`src/rtl/alu_stream_engine.sv`:
```
// Streaming ALU: input command FIFO -> single-issue ADD/SUB/MUL/DIV engine -> output result FIFO.
// MUL/DIV occupy the engine for MULDIV_CYCLES cycles; divide by zero returns all ones with err set.
`timescale 1ns/1ps
module alu_stream_engine #(
  parameter int unsigned DATA_W        = 4,
  parameter int unsigned IN_DEPTH      = 8,
  parameter int unsigned OUT_DEPTH     = 8,
  parameter int unsigned MULDIV_CYCLES = 3
) (
  input  logic                          clk,
  input  logic                          reset,
  input  logic                          in_valid,
  output logic                          in_ready,
  input  logic [2*DATA_W+1:0]           in_data,
  output logic                          out_valid,
  input  logic                          out_ready,
  output logic [2*DATA_W:0]             out_data,
  output logic                          out_err,
  output logic [$clog2(IN_DEPTH):0]     in_count,
  output logic [$clog2(OUT_DEPTH):0]    out_count,
  output logic                          busy
);

  localparam int unsigned RES_W      = 2*DATA_W + 1;
  localparam int unsigned IN_W       = 2*DATA_W + 2;
  localparam int unsigned OUT_W      = RES_W + 1;
  localparam int unsigned IN_PTR_W   = $clog2(IN_DEPTH);
  localparam int unsigned OUT_PTR_W  = $clog2(OUT_DEPTH);
  localparam int unsigned IN_CNT_W   = IN_PTR_W + 1;
  localparam int unsigned OUT_CNT_W  = OUT_PTR_W + 1;
  localparam int unsigned CNT_W      = $clog2(MULDIV_CYCLES + 1);

  typedef enum logic {IDLE, EXEC} state_t;

  state_t               state_q, state_d;
  logic                 in_push, in_pop, out_push, out_pop;
  logic                 in_full;

  logic [IN_W-1:0]      in_mem [IN_DEPTH];
  logic [IN_PTR_W-1:0]  in_wr_ptr, in_rd_ptr;
  logic [OUT_W-1:0]     out_mem [OUT_DEPTH];
  logic [OUT_PTR_W-1:0] out_wr_ptr, out_rd_ptr;

  logic [1:0]           op_q;
  logic [DATA_W-1:0]    a_q, b_q;
  logic [CNT_W-1:0]     cnt_q;
  logic [RES_W-1:0]     result;
  logic                 result_err;

  logic [IN_W-1:0]      in_head;
  logic [1:0]           head_op;

  assign in_full   = (in_count == IN_CNT_W'(IN_DEPTH));
  assign in_ready  = !in_full;
  assign in_push   = in_valid && !in_full;
  assign out_valid = (out_count != '0);
  assign out_pop   = out_ready && out_valid;
  assign busy      = (state_q != IDLE);

  // First-word fall-through head, forced to zero while empty so reset shows clean outputs
  assign out_data  = out_valid ? out_mem[out_rd_ptr][RES_W-1:0] : '0;
  assign out_err   = out_valid ? out_mem[out_rd_ptr][RES_W]     : 1'b0;

  assign in_head   = in_mem[in_rd_ptr];
  assign head_op   = in_head[IN_W-1 -: 2];

  // Input FIFO storage
  always_ff @(posedge clk) begin
    if (in_push) in_mem[in_wr_ptr] <= in_data;
  end

  // Input FIFO pointers and occupancy
  always_ff @(posedge clk or posedge reset) begin
    if (reset) begin
      in_wr_ptr <= '0;
      in_rd_ptr <= '0;
      in_count  <= '0;
    end else begin
      if (in_push) in_wr_ptr <= in_wr_ptr + IN_PTR_W'(1);
      if (in_pop)  in_rd_ptr <= in_rd_ptr + IN_PTR_W'(1);
      case ({in_push, in_pop})
        2'b10:   in_count <= in_count + IN_CNT_W'(1);
        2'b01:   in_count <= in_count - IN_CNT_W'(1);
        default: in_count <= in_count;
      endcase
    end
  end

  // Output FIFO storage
  always_ff @(posedge clk) begin
    if (out_push) out_mem[out_wr_ptr] <= {result_err, result};
  end

  // Output FIFO pointers and occupancy
  always_ff @(posedge clk or posedge reset) begin
    if (reset) begin
      out_wr_ptr <= '0;
      out_rd_ptr <= '0;
      out_count  <= '0;
    end else begin
      if (out_push) out_wr_ptr <= out_wr_ptr + OUT_PTR_W'(1);
      if (out_pop)  out_rd_ptr <= out_rd_ptr + OUT_PTR_W'(1);
      case ({out_push, out_pop})
        2'b10:   out_count <= out_count + OUT_CNT_W'(1);
        2'b01:   out_count <= out_count - OUT_CNT_W'(1);
        default: out_count <= out_count;
      endcase
    end
  end

  // FSM state register
  always_ff @(posedge clk or posedge reset) begin
    if (reset) state_q <= IDLE;
    else       state_q <= state_d;
  end

  // Issue only when the output FIFO has room; that slot stays reserved for the single op in flight
  always_comb begin
    state_d  = state_q;
    in_pop   = 1'b0;
    out_push = 1'b0;
    case (state_q)
      IDLE: begin
        if ((in_count != '0) && (out_count < OUT_CNT_W'(OUT_DEPTH))) begin
          in_pop  = 1'b1;
          state_d = EXEC;
        end
      end
      EXEC: begin
        if (cnt_q == CNT_W'(1)) begin
          out_push = 1'b1;
          state_d  = IDLE;
        end
      end
      default: state_d = IDLE;
    endcase
  end

  // Operand latch and execution countdown
  always_ff @(posedge clk or posedge reset) begin
    if (reset) begin
      op_q  <= '0;
      a_q   <= '0;
      b_q   <= '0;
      cnt_q <= '0;
    end else if (in_pop) begin
      op_q  <= head_op;
      b_q   <= in_head[2*DATA_W-1 -: DATA_W];
      a_q   <= in_head[DATA_W-1:0];
      cnt_q <= head_op[1] ? CNT_W'(MULDIV_CYCLES) : CNT_W'(1);
    end else if (state_q == EXEC) begin
      cnt_q <= cnt_q - CNT_W'(1);
    end
  end

  // Arithmetic on the latched operands
  always_comb begin
    result     = '0;
    result_err = 1'b0;
    case (op_q)
      2'd0: result = RES_W'(a_q) + RES_W'(b_q);
      2'd1: result = RES_W'(a_q) - RES_W'(b_q);
      2'd2: result = RES_W'(a_q) * RES_W'(b_q);
      default: begin
        if (b_q == '0) begin
          result     = '1;
          result_err = 1'b1;
        end else begin
          result = RES_W'(a_q / b_q);
        end
      end
    endcase
  end

endmodule

```
`config.mk`:
```
export PLATFORM = sky130hd
export DESIGN_NAME = alu_stream_engine
export DESIGN_NICKNAME = d
export VERILOG_FILES = /design/src/rtl/alu_stream_engine.sv
export SDC_FILE = /design/constraint.sdc
export NUM_CORES = 1
export LEC_CHECK = 0
export BUFFER_PORTS_ARGS = -buffer_cell sky130_fd_sc_hd__buf_2
export CORE_MARGIN = 3
export CORE_UTILIZATION = 50
export CTS_BUF_LIST = sky130_fd_sc_hd__clkbuf_4
export DETAILED_ROUTE_END_ITERATION = 8
export PLACE_DENSITY = 0.66
export SLEW_MARGIN = 20
export SYNTH_ARGS = -nofsm -noshare
export SYNTH_HDL_FRONTEND = slang
export SYNTH_SLANG_ARGS = --single-unit
```
`constraint.sdc`:
```
create_clock -name clk -period 28.3 [get_ports clk]
set_clock_uncertainty 0.1 [all_clocks]
set_input_delay 1.415 -clock clk [delete_from_list [all_inputs] [get_ports clk]]
set_output_delay 1.415 -clock clk [all_outputs]
set_load 0.05 [all_outputs]
```
==> run summary, run 1 <==
PLACE
-----------------------------------------------------------------------------------------------
Worst slack after detailed placement                                                   15960 ps
Global placement routability congestion                                                   0.893
Half-perimeter wire length after placement                                             13600 um
Total of buffers placed on input and output ports                                            34

FLOW RUN
-----------------------------------------------------------------------------------------------
Max-cap check violation count                                                                 0

DETAILED ROUTING
-----------------------------------------------------------------------------------------------
Post-DRT Antenna Nets                                                                         0
Vias                                                                                       5771
Residual DRC count                                                                            0
Average routed wire per standard cell                                                   19.2 um
Initial DRC count                                                                           311
Iteration count of the initial detailed-routing pass                                          4
DRT Wirelength                                                                         19700 um
Ratio of routed vias to standard cells                                                     5.62

GLOBAL ROUTE
-----------------------------------------------------------------------------------------------
Global-route wire length before repair                                                 32200 um
Number of antenna violations at the first check in global routing                             1
Overall fraction of global-route tracks in use                                            19.0%
Congestion Overflow GR                                                                        0
Maximum number of pins on one net before global-route repair                                 34
Vias in the first global route                                                             6173

STA
-----------------------------------------------------------------------------------------------
Post-layout min period                                                                 12600 ps
Post-layout worst setup margin                                                         15700 ps
Transition at the pin with the smallest max-transition slack                            1110 ps
Final period utilization                                                                  44.5%
Relative slew slack                                                                       26.0%
Peak clock frequency supported by timing                                             0.0793 GHz
Unrepaired setup endpoints after global routing                                              no
Max-slew violation count                                                                      0
Final count of negative-setup-slack endpoints                                                 0
Hold violation count in the final report                                                      0
Total Negative Setup Slacks                                                                0 ps

FINAL LAYOUT
-----------------------------------------------------------------------------------------------
Fill cell count                                                                            1563
Area Growth Syn to Fin                                                                    8.93%
Fraction of final layout cells sized beyond drive strength 1                              19.8%
Nets                                                                                        838

SETUP PATH
-----------------------------------------------------------------------------------------------
R2r startpoint                                                                           b_q[0]
Most frequent cell on the critical path                                                    ha_1
Worst path max stage delay                                                               610 ps
Critical path required time                                                            28500 ps
Endpoint of the worst-slack reg-to-reg timing path                                 out_mem[3][0]
Critical path endpoint category                                                       flip-flop
Largest fanout of any net on the critical path                                               11
Kind of start point of the critical path                                              flip-flop
Data arrival time of the worst path                                                    12800 ps
Setup slack on the worst flop-to-flop path                                             15700 ps
Worst Setup Path Type                                                                   reg2reg
Worst Reg2Reg Path Length in Cells                                                           53
Worst path slowest cell                                                                 dfrtp_1

CTS
-----------------------------------------------------------------------------------------------
Clk buf depth                                                                                 2
Setup Buffers After CTS                                                                       0
Number of H-tree levels                                                                       4
Clock input transition at the sequential cells of the worst setup and hold paths         150 ps
Cell chosen for the clock root                                                         clkbuf_4
Clock tree from TritonCTS                                                                  done
Total clock buffers created by CTS                                                           17
Post-CTS resize count                                                                         0
Clock sink total                                                                            193
Count of hold-fix buffers inserted at cts                                                     0
Skew-Pair Late Insertion Delay                                                           560 ps

STATUS
-----------------------------------------------------------------------------------------------
Status                                                                             finished, final reports clean

LOGIC SYNTHESIS
-----------------------------------------------------------------------------------------------
Count of mapped cells out of synthesis                                                      703
Dominant register cell in the synthesized netlist                                      edfxtp_1
Number of register bits inferred by synthesis                                               193
Post-synth EDFFs                                                                            160
Post-Syn Area per Cell                                                                 14.0 um2
Fraction of registers with async set or reset after synthesis                             17.1%
Yosys cell types                                                                             64
Seq/Total Area, Yosys                                                                     57.1%
Post-Synthesis Cell Area                                                               9860 um2
Yosys warns                                                                                   0

DIE
-----------------------------------------------------------------------------------------------
Die boundary width                                                                       146 um
Number of rows created at floorplan                                                          50
Die Outline Area                                                                      21400 um2
Initial core utilization                                                                  51.8%
Height of the chip                                                                       146 um
Boundary pin count                                                                           35
Core area                                                                             19000 um2

MIN PATH
-----------------------------------------------------------------------------------------------
Hold EP                                                                                cnt_q[0]
Hold depth                                                                                    1
Launch point of the worst hold path                                                    cnt_q[0]
Worst min-delay path category                                                           reg2reg

[metal layers]
metal / up-vias / GRT usage [%] / wire [um]
met5: - / 0 / 0
met4: 0 / 4.61 / 230
met3: 18 / 3.13 / 589
met2: 79 / 34.2 / 10300
met1: 2911 / 24.2 / 8570
li1: 2763 / - / -
[critical path: cells and delay by family (launching register included)]
| kind | cells | cell delay (ps) |
|---|---|---|
| muxes | 2 | 690 |
| DFF | 1 | 610 |
| adders and majority gates | 8 | 2400 |
| buffers and inverters | 2 | 320 |
| and+or+nand+nor | 20 | 3740 |
| AOI/OAI and AO/OA | 21 | 4460 |
[cell families after synthesis]
group | share of synthesized area [%]
buffers and inverters | 2.47
xor gates and xnor gates | 2.31
DFF | 57.1
and+or+nand+nor | 8.54
adders and majority gates | 9.62
muxes | 13.3
other | 0.0380
AOI/OAI and AO/OA | 6.64
[synth_stat cells (3+ instances only)]
cell	number	area (um2)
or3_1	8	50.1
and2_1	3	18.8
a31oi_1	3	18.8
xnor2_1	18	158
dfrtp_1	33	826
clkbuf_1	14	52.6
nor2b_1	8	50.1
mux2_4	3	45.0
nand2_1	34	128
fa_1	8	160
mux2i_1	25	250
inv_1	40	150
nor4_1	6	37.5
o21ai_0	24	120
nor2_1	59	221
edfxtp_1	160	4800
ha_1	63	788
a21oi_1	26	130
mux4_2	40	901
mux2_2	10	113
o211ai_1	3	22.5
nor3_1	24	120
o21a_1	10	75.1
a21o_1	10	75.1
nand2b_1	6	37.5
nand3_1	7	35.0
buf_1	5	18.8
xor2_1	8	70.1
[worst max path at each step]
| stage | from | end | slack [ps] | cells past startpoint |
|---|---|---|---|---|
| detailed placement | b_q[0] | out_mem[3][0] | 15960 | 53 |
| finish | b_q[0] | out_mem[3][0] | 15700 | 53 |
| global route | b_q[0] | out_mem[3][0] | 14530 | 53 |
| global placement | b_q[0] | out_mem[0][0] | 16790 | 52 |
| floorplan | b_q[0] | out_mem[0][0] | 17520 | 52 |
| CTS | b_q[0] | out_mem[3][0] | 15910 | 53 |
[state kept, by name, indices dropped and copies added, names as in the netlist]
register and flops:
out_wr_ptr 3, in_wr_ptr 3, in_rd_ptr 3, op_q 2
out_count 4, in_count 4, a_q 4, cnt_q 2
out_mem 80, b_q 4, in_mem 80, busy 1
out_rd_ptr 3
[layout by cell type (no fill, tap or decap), drive strengths merged, types with 10 or more instances in the layout]
cell,instances
dfrtp,33
o21ai,26
clkbuf,20
o21a,10
mux4,40
ha,63
edfxtp,160
nor2,60
buf,47
a21oi,26
nand2,34
inv,46
a21o,10
mux2,13
nor3,24
mux2i,25
xnor2,18
[stage by stage]
| stage | hold slack, ps | instances | utilization, % | area, um2 |
|---|---|---|---|---|
| floorplan | 354 | 707 | - | 9870 |
| global placement | 365 | 993 | 54.8 | 10400 |
| detailed placement | 390 | 993 | 54.8 | 10400 |
| CTS | 409 | 1025 | 56.4 | 10700 |
| global route | 425 | 1027 | 56.5 | 10700 |
| finish | 406 | 1027 | 56.5 | 10700 |
[area by class of cell]
cell class / count / area [um2] / share of cell area [%]
sequential: 193 / 5630 / 52.4
clock buffer: 19 / 143 / 1.33
multi-input combinational: 453 / 4050 / 37.7
timing repair buffer: 48 / 273 / 2.54
antenna: 1 / 2.50 / 0.0233
clock inverter: 13 / 170 / 1.58
tap: 260 / 325 / 3.03
inverter: 40 / 150 / 1.40
Power of run 1 is left out: the tool's default activity adds up to more than one toggle a clock period on the data nets, which glitch-free logic cannot reach.
==> run 2: changes to the inputs <==
- ABC_AREA: unset -> 1
- PLACE_DENSITY: 0.66 -> 0.65
- clock period: 28.3 -> 12.6 ns (I/O delays scaled with it)
==> run 2 against run 1 <==
Flip-flop and latch count unchanged. First-iteration DRC count up 23%. Non-clock buffer count down 8. Critical path type unchanged.
==> run summary, run 2 <==
LOGIC SYNTHESIS
-----------------------------------------------------------------------------------------------
Dominant register cell in the synthesized netlist                                      edfxtp_1
Multiplexer share of the synthesized area                                                    0%   -13 points
Fraction of the mapped netlist area in compound gates                                     12.5%   +5.8 points
Synth top area share                                                                      46.5%   -2.3 points
Yosys top cell by area                                                                 edfxtp_1
Count of mapped cells out of synthesis                                                     1027   +46%
Yosys cell types                                                                             51   -20%
Dominant combinational cell family by area after synthesis                         simple AND/OR/NAND/NOR gates
Area share of and/or/nand/nor cells after synthesis                                       16.2%   +7.6 points
Fraction of registers with async set or reset after synthesis                             17.1%   unchanged
Post-Syn Area per Cell                                                                 10.1 um2   -28%
Cell types with the largest area share after synthesis                             edfxtp_1, dfrtp_1, ha_1, o21ai_0, nor2_1
Post-synth EDFFs                                                                            160   unchanged
Leading post-synthesis cells by instance count                                     edfxtp_1, nor2_1, nand2_1
Adder-cell share of the synthesized area                                                  9.17%   -0.44 points
Post-Synthesis Cell Area                                                              10300 um2   +4.8%
Seq/Total Area, Yosys                                                                     54.5%   -2.6 points
Most instantiated library cell after synthesis                                         edfxtp_1
Yosys warns                                                                                   0   unchanged
Synthesized-area fraction occupied by xor and xnor cells                                  2.29%   -0.022 points
Number of register bits inferred by synthesis                                               193   unchanged

GLOBAL ROUTE
-----------------------------------------------------------------------------------------------
Maximum number of pins on one net before global-route repair                                 44   +29%
Global-route wire length before repair                                                 34600 um   +7.4%
Vias in the first global route                                                             6731   +9.0%
GR Layer Usage met3                                                                       2.94%   -0.20 points
Congestion Overflow GR                                                                        0   unchanged
Number of antenna violations at the first check in global routing                             2   +1
Met2 track demand over resource                                                           32.0%   -2.2 points
GR Layer Usage met1                                                                       28.2%   +3.9 points
Overall fraction of global-route tracks in use                                            19.6%   +0.56 points
Most heavily used metal layer in global routing                                            met2

SETUP PATH
-----------------------------------------------------------------------------------------------
Critical path endpoint category                                                       flip-flop
Most frequent cell on the critical path                                                 nand2_1
Crit-path leading delay family                                                     simple AND/OR/NAND/NOR gates
Data arrival time of the worst path                                                    10810 ps   -1990 ps
Kind of start point of the critical path                                              flip-flop
Worst path slowest cell                                                                 dfrtp_1
Worst Setup Path Type                                                                   reg2reg
Worst path max stage delay                                                               510 ps   -100 ps
Largest fanout of any net on the critical path                                               11   unchanged
Combined buffer and inverter count along the critical path                                    9   +7
Critical path required time                                                            12770 ps   -15730 ps

FINAL LAYOUT
-----------------------------------------------------------------------------------------------
Fraction of final layout cells sized beyond drive strength 1                              12.5%   -7.3 points
Largest registers                                                                  in_mem: 80 flops, out_mem: 80 flops
Most common cell after layout, fill and taps aside                                     edfxtp_1
Area Growth Syn to Fin                                                                    7.53%
Nets                                                                                       1145   +37%
Most frequent cells in the layout                                                  edfxtp_1, nor2_1, nand2_1, o21ai_0, inv_1

CTS
-----------------------------------------------------------------------------------------------
Clk buf depth                                                                                 2   unchanged
Cell chosen for the clock root                                                         clkbuf_4
Skew-Pair Late Insertion Delay                                                           560 ps   about the same
Number of H-tree levels                                                                       4   unchanged
Clock sink total                                                                            193   unchanged
Clock tree from TritonCTS                                                                  done
Setup Buffers After CTS                                                                       0   unchanged
Total clock buffers created by CTS                                                           17   unchanged
Clock input transition at the sequential cells of the worst setup and hold paths         170 ps   +20 ps

DIE
-----------------------------------------------------------------------------------------------
Initial core utilization                                                                  51.9%   +0.081 points
Height of the chip                                                                       150 um   +2.3%
Die Outline Area                                                                      22400 um2   +4.6%
Number of rows created at floorplan                                                          51   +2.0%
Boundary pin count                                                                           35   unchanged
Die boundary width                                                                       150 um   +2.3%
Core area                                                                             19900 um2   +4.7%

DETAILED ROUTING
-----------------------------------------------------------------------------------------------
Post-DRT Antenna Nets                                                                         0   unchanged
Residual DRC count                                                                            0   unchanged
Iteration count of the initial detailed-routing pass                                          4   unchanged
Average routed wire per standard cell                                                   15.7 um   -18%
Initial DRC count                                                                           382   +23%
Vias                                                                                       7156   +24%
DRT Wirelength                                                                         21000 um   +6.8%
Ratio of routed vias to standard cells                                                     5.35   -4.8%

STATUS
-----------------------------------------------------------------------------------------------
Status                                                                             finished, final reports clean

STA
-----------------------------------------------------------------------------------------------
Total Negative Setup Slacks                                                                0 ps   unchanged
Relative slew slack                                                                       25.7%   -0.35 points
Unrepaired setup endpoints after global routing                                              no
Peak clock frequency supported by timing                                             0.0940 GHz   +18%
Hold violation count in the final report                                                      0   unchanged
Final count of negative-setup-slack endpoints                                                 0   unchanged
Transition at the pin with the smallest max-transition slack                            1110 ps   +5.17 ps
Post-layout min period                                                                 10640 ps   -1960 ps
Max-slew violation count                                                                      0   unchanged
Final period utilization                                                                  84.5%   +40 points

PLACE
-----------------------------------------------------------------------------------------------
Total of buffers placed on input and output ports                                            34   unchanged
Half-perimeter wire length after placement                                             14100 um   +3.8%
Global placement routability congestion                                                   0.853   -4.4%

MIN PATH
-----------------------------------------------------------------------------------------------
Worst min-delay path category                                                            in2reg

FLOW RUN
-----------------------------------------------------------------------------------------------
Max-cap check violation count                                                                 0   unchanged

[run 2: changes by cell type after synthesis, moves of 13 or more]
cell / before / now
clkbuf_1: 14 / 28
inv_1: 40 / 107
mux2i_1: 25 / 0
mux4_2: 40 / 0
nand2_1: 34 / 130
nand3_1: 7 / 26
nor2_1: 59 / 159
nor3_1: 24 / 1
o21ai_0: 24 / 127
o22ai_1: 2 / 21
xor2_1: 8 / 21
[run 2: layout make-up]
cell class	count	area, um2
multi-input cells	691	4190
clock inverters	14	171
diodes	1	2.50
repair buffers	40	218
well taps	265	332
flip-flops and latches	193	5630
clock buffers	17	128
fillers	1768	8790
inverters	117	447
[run 2: repair_timing]
item                                   in CTS  in global routing
endpoints found under the hold margin      20                  0
hold buffers                                1                  0
gates resized for setup                     0                  0
[run 2: per-layer routing]
layer,routed length [um],vias up
met5,13,-
met4,194,2
met3,779,19
met2,10100,142
met1,9920,3374
li1,-,3619
[run 2: final timing paths]
kind | cells past startpoint | end | startpoint | slack, ps
max | 69 | out_mem[3][0] | b_q[1] | 1960
min | 1 | in_mem[2][1] | in_data[1] | 220
max reg2reg | 69 | out_mem[3][0] | b_q[1] | 1960
min reg2reg | 1 | cnt_q[0] | cnt_q[0] | 410
max in group asynchronous | 4 | b_q[2] | reset | 11500
min in group asynchronous | 4 | out_rd_ptr[0] | reset | 590
[run 2: worst reg2reg max path, delay by kind of cell (launching register included)]
kind	cells	cell delay, ps
adder cells (fa/ha/maj)	8	2570
AND/OR/NAND/NOR	39	4170
AO/OA/AOI/OAI	13	1940
buffers and inverters	9	1090
flip-flops	1	510
[run 2: logic make-up after synthesis]
group                      after synthesis
DFF                                    193
xor gates and xnor gates                27
buffers and inverters                  147
and+or+nand+nor                        368
other                                    1
adders and majority gates               71
AOI/OAI and AO/OA                      220
[run 2: metrics by stage]
step	instance area (um2)	hold WS (ps)	util [%]	cells	setup WS [ps]
after CTS	11100	173	55.7	1337	1970
after detailed placement	10800	386	54.2	1305	2050
final	11100	225	55.8	1338	1960
after floorplan	10400	364	-	1031	3150
after global routing	11100	182	55.8	1338	885
after global placement	10800	383	54.1	1305	2410
Power of run 2 is left out for the same reason.
==> run 3: changes to the inputs <==
- clock period: 12.6 -> 10.35 ns (I/O delays scaled with it)
==> run 3 against run 2 <==
Design area up 1.4%. Sequential share of layout area down 0.68 points. Register-to-register slack worse by 1100 ps. Cell count up 0.82%. Worst setup slack worse by 1100 ps. Critical endpoint is now out_mem[2][0]. Via count up 0.85%. Critical path depth up 1.
==> run summary, run 3 (same netlist as run 2, synthesis figures left out) <==
PLACE
-----------------------------------------------------------------------------------------------
Global placement routability congestion                                                   0.839   -1.7%
Half-perimeter wire length after placement                                             14300 um   +1.2%
Cell Area, Placed                                                                     10800 um2   +0.53%
Total of buffers placed on input and output ports                                            34   unchanged

CTS
-----------------------------------------------------------------------------------------------
Clock tree from TritonCTS                                                                  done
Cell chosen for the clock root                                                         clkbuf_4
Clock sink total                                                                            193   unchanged
Clk buf depth                                                                                 2   unchanged
Total clock buffers created by CTS                                                           17   unchanged
Skew-Pair Late Insertion Delay                                                           590 ps   +30 ps
Clock input transition at the sequential cells of the worst setup and hold paths         170 ps   about the same
Number of H-tree levels                                                                       4   unchanged

DETAILED ROUTING
-----------------------------------------------------------------------------------------------
Met2 WL post-DR                                                                        10400 um   +2.7%
Vias                                                                                       7217   +0.85%
Post-DRT Antenna Nets                                                                         0   unchanged
Highest signal layer in the routed design                                                  met5
Average routed wire per standard cell                                                   16.0 um   +1.5%
Routed length on met1                                                                  10000 um   +1.0%
Ratio of routed vias to standard cells                                                     5.35   about the same
DRT Wirelength                                                                         21500 um   +2.3%
Residual DRC count                                                                            0   unchanged
WL met3                                                                                  836 um   +7.3%
Iteration count of the initial detailed-routing pass                                          5   +1
Initial DRC count                                                                           453   +19%

DIE
-----------------------------------------------------------------------------------------------
Die Outline Area                                                                      22400 um2   unchanged
Core area                                                                             19900 um2   unchanged
Initial core utilization                                                                  51.9%   unchanged
Height of the chip                                                                       150 um   unchanged
Die boundary width                                                                       150 um   unchanged
Boundary pin count                                                                           35   unchanged
Number of rows created at floorplan                                                          51   unchanged

FINAL LAYOUT
-----------------------------------------------------------------------------------------------
Post-route design area                                                                11300 um2   +1.4%
Most common cell after layout, fill and taps aside                                     edfxtp_1
Area Growth Syn to Fin                                                                    9.02%
Largest registers                                                                  in_mem: 80 flops, out_mem: 80 flops
Fill cell count                                                                            1730   -2.1%
Nets                                                                                       1155   +0.87%
Most frequent cells in the layout                                                  edfxtp_1, nor2_1, nand2_1, o21ai_0, inv_1
Fraction of final layout cells sized beyond drive strength 1                              14.3%   +1.8 points

SETUP PATH
-----------------------------------------------------------------------------------------------
Data arrival time of the worst path                                                     9750 ps   -1060 ps
Combined buffer and inverter count along the critical path                                   11   +2
Worst path slowest cell                                                                 dfrtp_1
Largest fanout of any net on the critical path                                                8   -3
Kind of start point of the critical path                                              flip-flop
Most frequent cell on the critical path                                                 nand2_1
Crit-path leading delay family                                                     simple AND/OR/NAND/NOR gates
Critical path required time                                                            10580 ps   -2190 ps
Worst path max stage delay                                                               390 ps   -120 ps
Worst Setup Path Type                                                                   reg2reg
Critical path endpoint category                                                       flip-flop

STA
-----------------------------------------------------------------------------------------------
Post-layout min period                                                                  9530 ps   -1110 ps
Relative slew slack                                                                       25.1%   -0.54 points
Final period utilization                                                                  92.1%   +7.6 points
Peak clock frequency supported by timing                                              0.105 GHz   +12%
Final worst hold slack                                                                  79.2 ps   -146 ps
Transition at the pin with the smallest max-transition slack                            1120 ps   +8.12 ps
Final count of negative-setup-slack endpoints                                                 0   unchanged
Hold violation count in the final report                                                      0   unchanged
Max-slew violation count                                                                      0   unchanged

FLOW RUN
-----------------------------------------------------------------------------------------------
Max-cap check violation count                                                                 0   unchanged

GLOBAL ROUTE
-----------------------------------------------------------------------------------------------
Vias in the first global route                                                             6777   +0.68%
Number of antenna violations at the first check in global routing                             2   unchanged
Congestion Overflow GR                                                                        0   unchanged
Global-route wire length before repair                                                 35000 um   +1.3%
Overall fraction of global-route tracks in use                                            20.0%   +0.42 points
Maximum number of pins on one net before global-route repair                                 44   unchanged

MIN PATH
-----------------------------------------------------------------------------------------------
Worst min-delay path category                                                            in2reg

STATUS
-----------------------------------------------------------------------------------------------
Status                                                                             finished, final reports clean

run 3: changes by cell type in the layout (fill, tap and decap cells not counted), sizes merged:
cell      before  now
buf           39   49
inv          122  123
clkinvlp       3    1
bufinv         2    0
clkinv         4    8
run 3: worst reg2reg max path, delay by kind of cell, from the launching register on:
family	cells	cell delay, ps
AND/OR/NAND/NOR	39	4010
AO/OA/AOI/OAI	12	1620
adder cells (fa/ha/maj)	8	2270
flip-flops	1	390
buffers and inverters	11	910
run 3: final timing paths:
kind	slack, ps	cells past startpoint	from	endpoint
worst max-delay path	820	70	b_q[0]	out_mem[2][0]
worst min-delay path	80	1	in_data[1]	in_mem[6][1]
worst max register to register	820	70	b_q[0]	out_mem[2][0]
worst min register to register	410	1	cnt_q[0]	cnt_q[0]
max in group asynchronous	9360	4	reset	b_q[1]
min in group asynchronous	440	4	reset	out_wr_ptr[0]
run 3: area by class of cell:
type / instances / area (um2) / share of cell area, %
antenna: 1 / 2.50 / 0.0222
timing repair buffer: 50 / 293 / 2.60
tap: 265 / 332 / 2.94
sequential: 193 / 5630 / 50.0
multi-input combinational: 691 / 4270 / 37.8
clock buffer: 17 / 128 / 1.13
inverter: 117 / 452 / 4.01
clock inverter: 15 / 166 / 1.48
run 3: metrics by stage:
stage               setup slack (ps)  util (%)  std cells  TNS (ps)
finish                           820      56.6       1349         0
global route                   -10.2      56.6       1349     -50.1
CTS                              186      56.0       1346         0
detailed placement               236      54.4       1313         0
global placement                 627      54.4       1313         0
floorplan                        897         -       1031         0
run 3: what timing repair did:
action / in CTS / in global routing
gates resized for setup: 0 / 20
hold buffers: 1 / 0
buffers inserted: 0 / 2
hold endpoints to repair: 33 / 0
endpoints found under the setup margin: 0 / 8
run 3: per-layer routing:
metal | track usage [%] | vias to the layer above
li1 | - | 3636
met1 | 28.0 | 3435
met2 | 32.8 | 120
met3 | 3.45 | 24
met4 | 5.12 | 2
met5 | 0 | -
Power of run 3 is left out for the same reason.
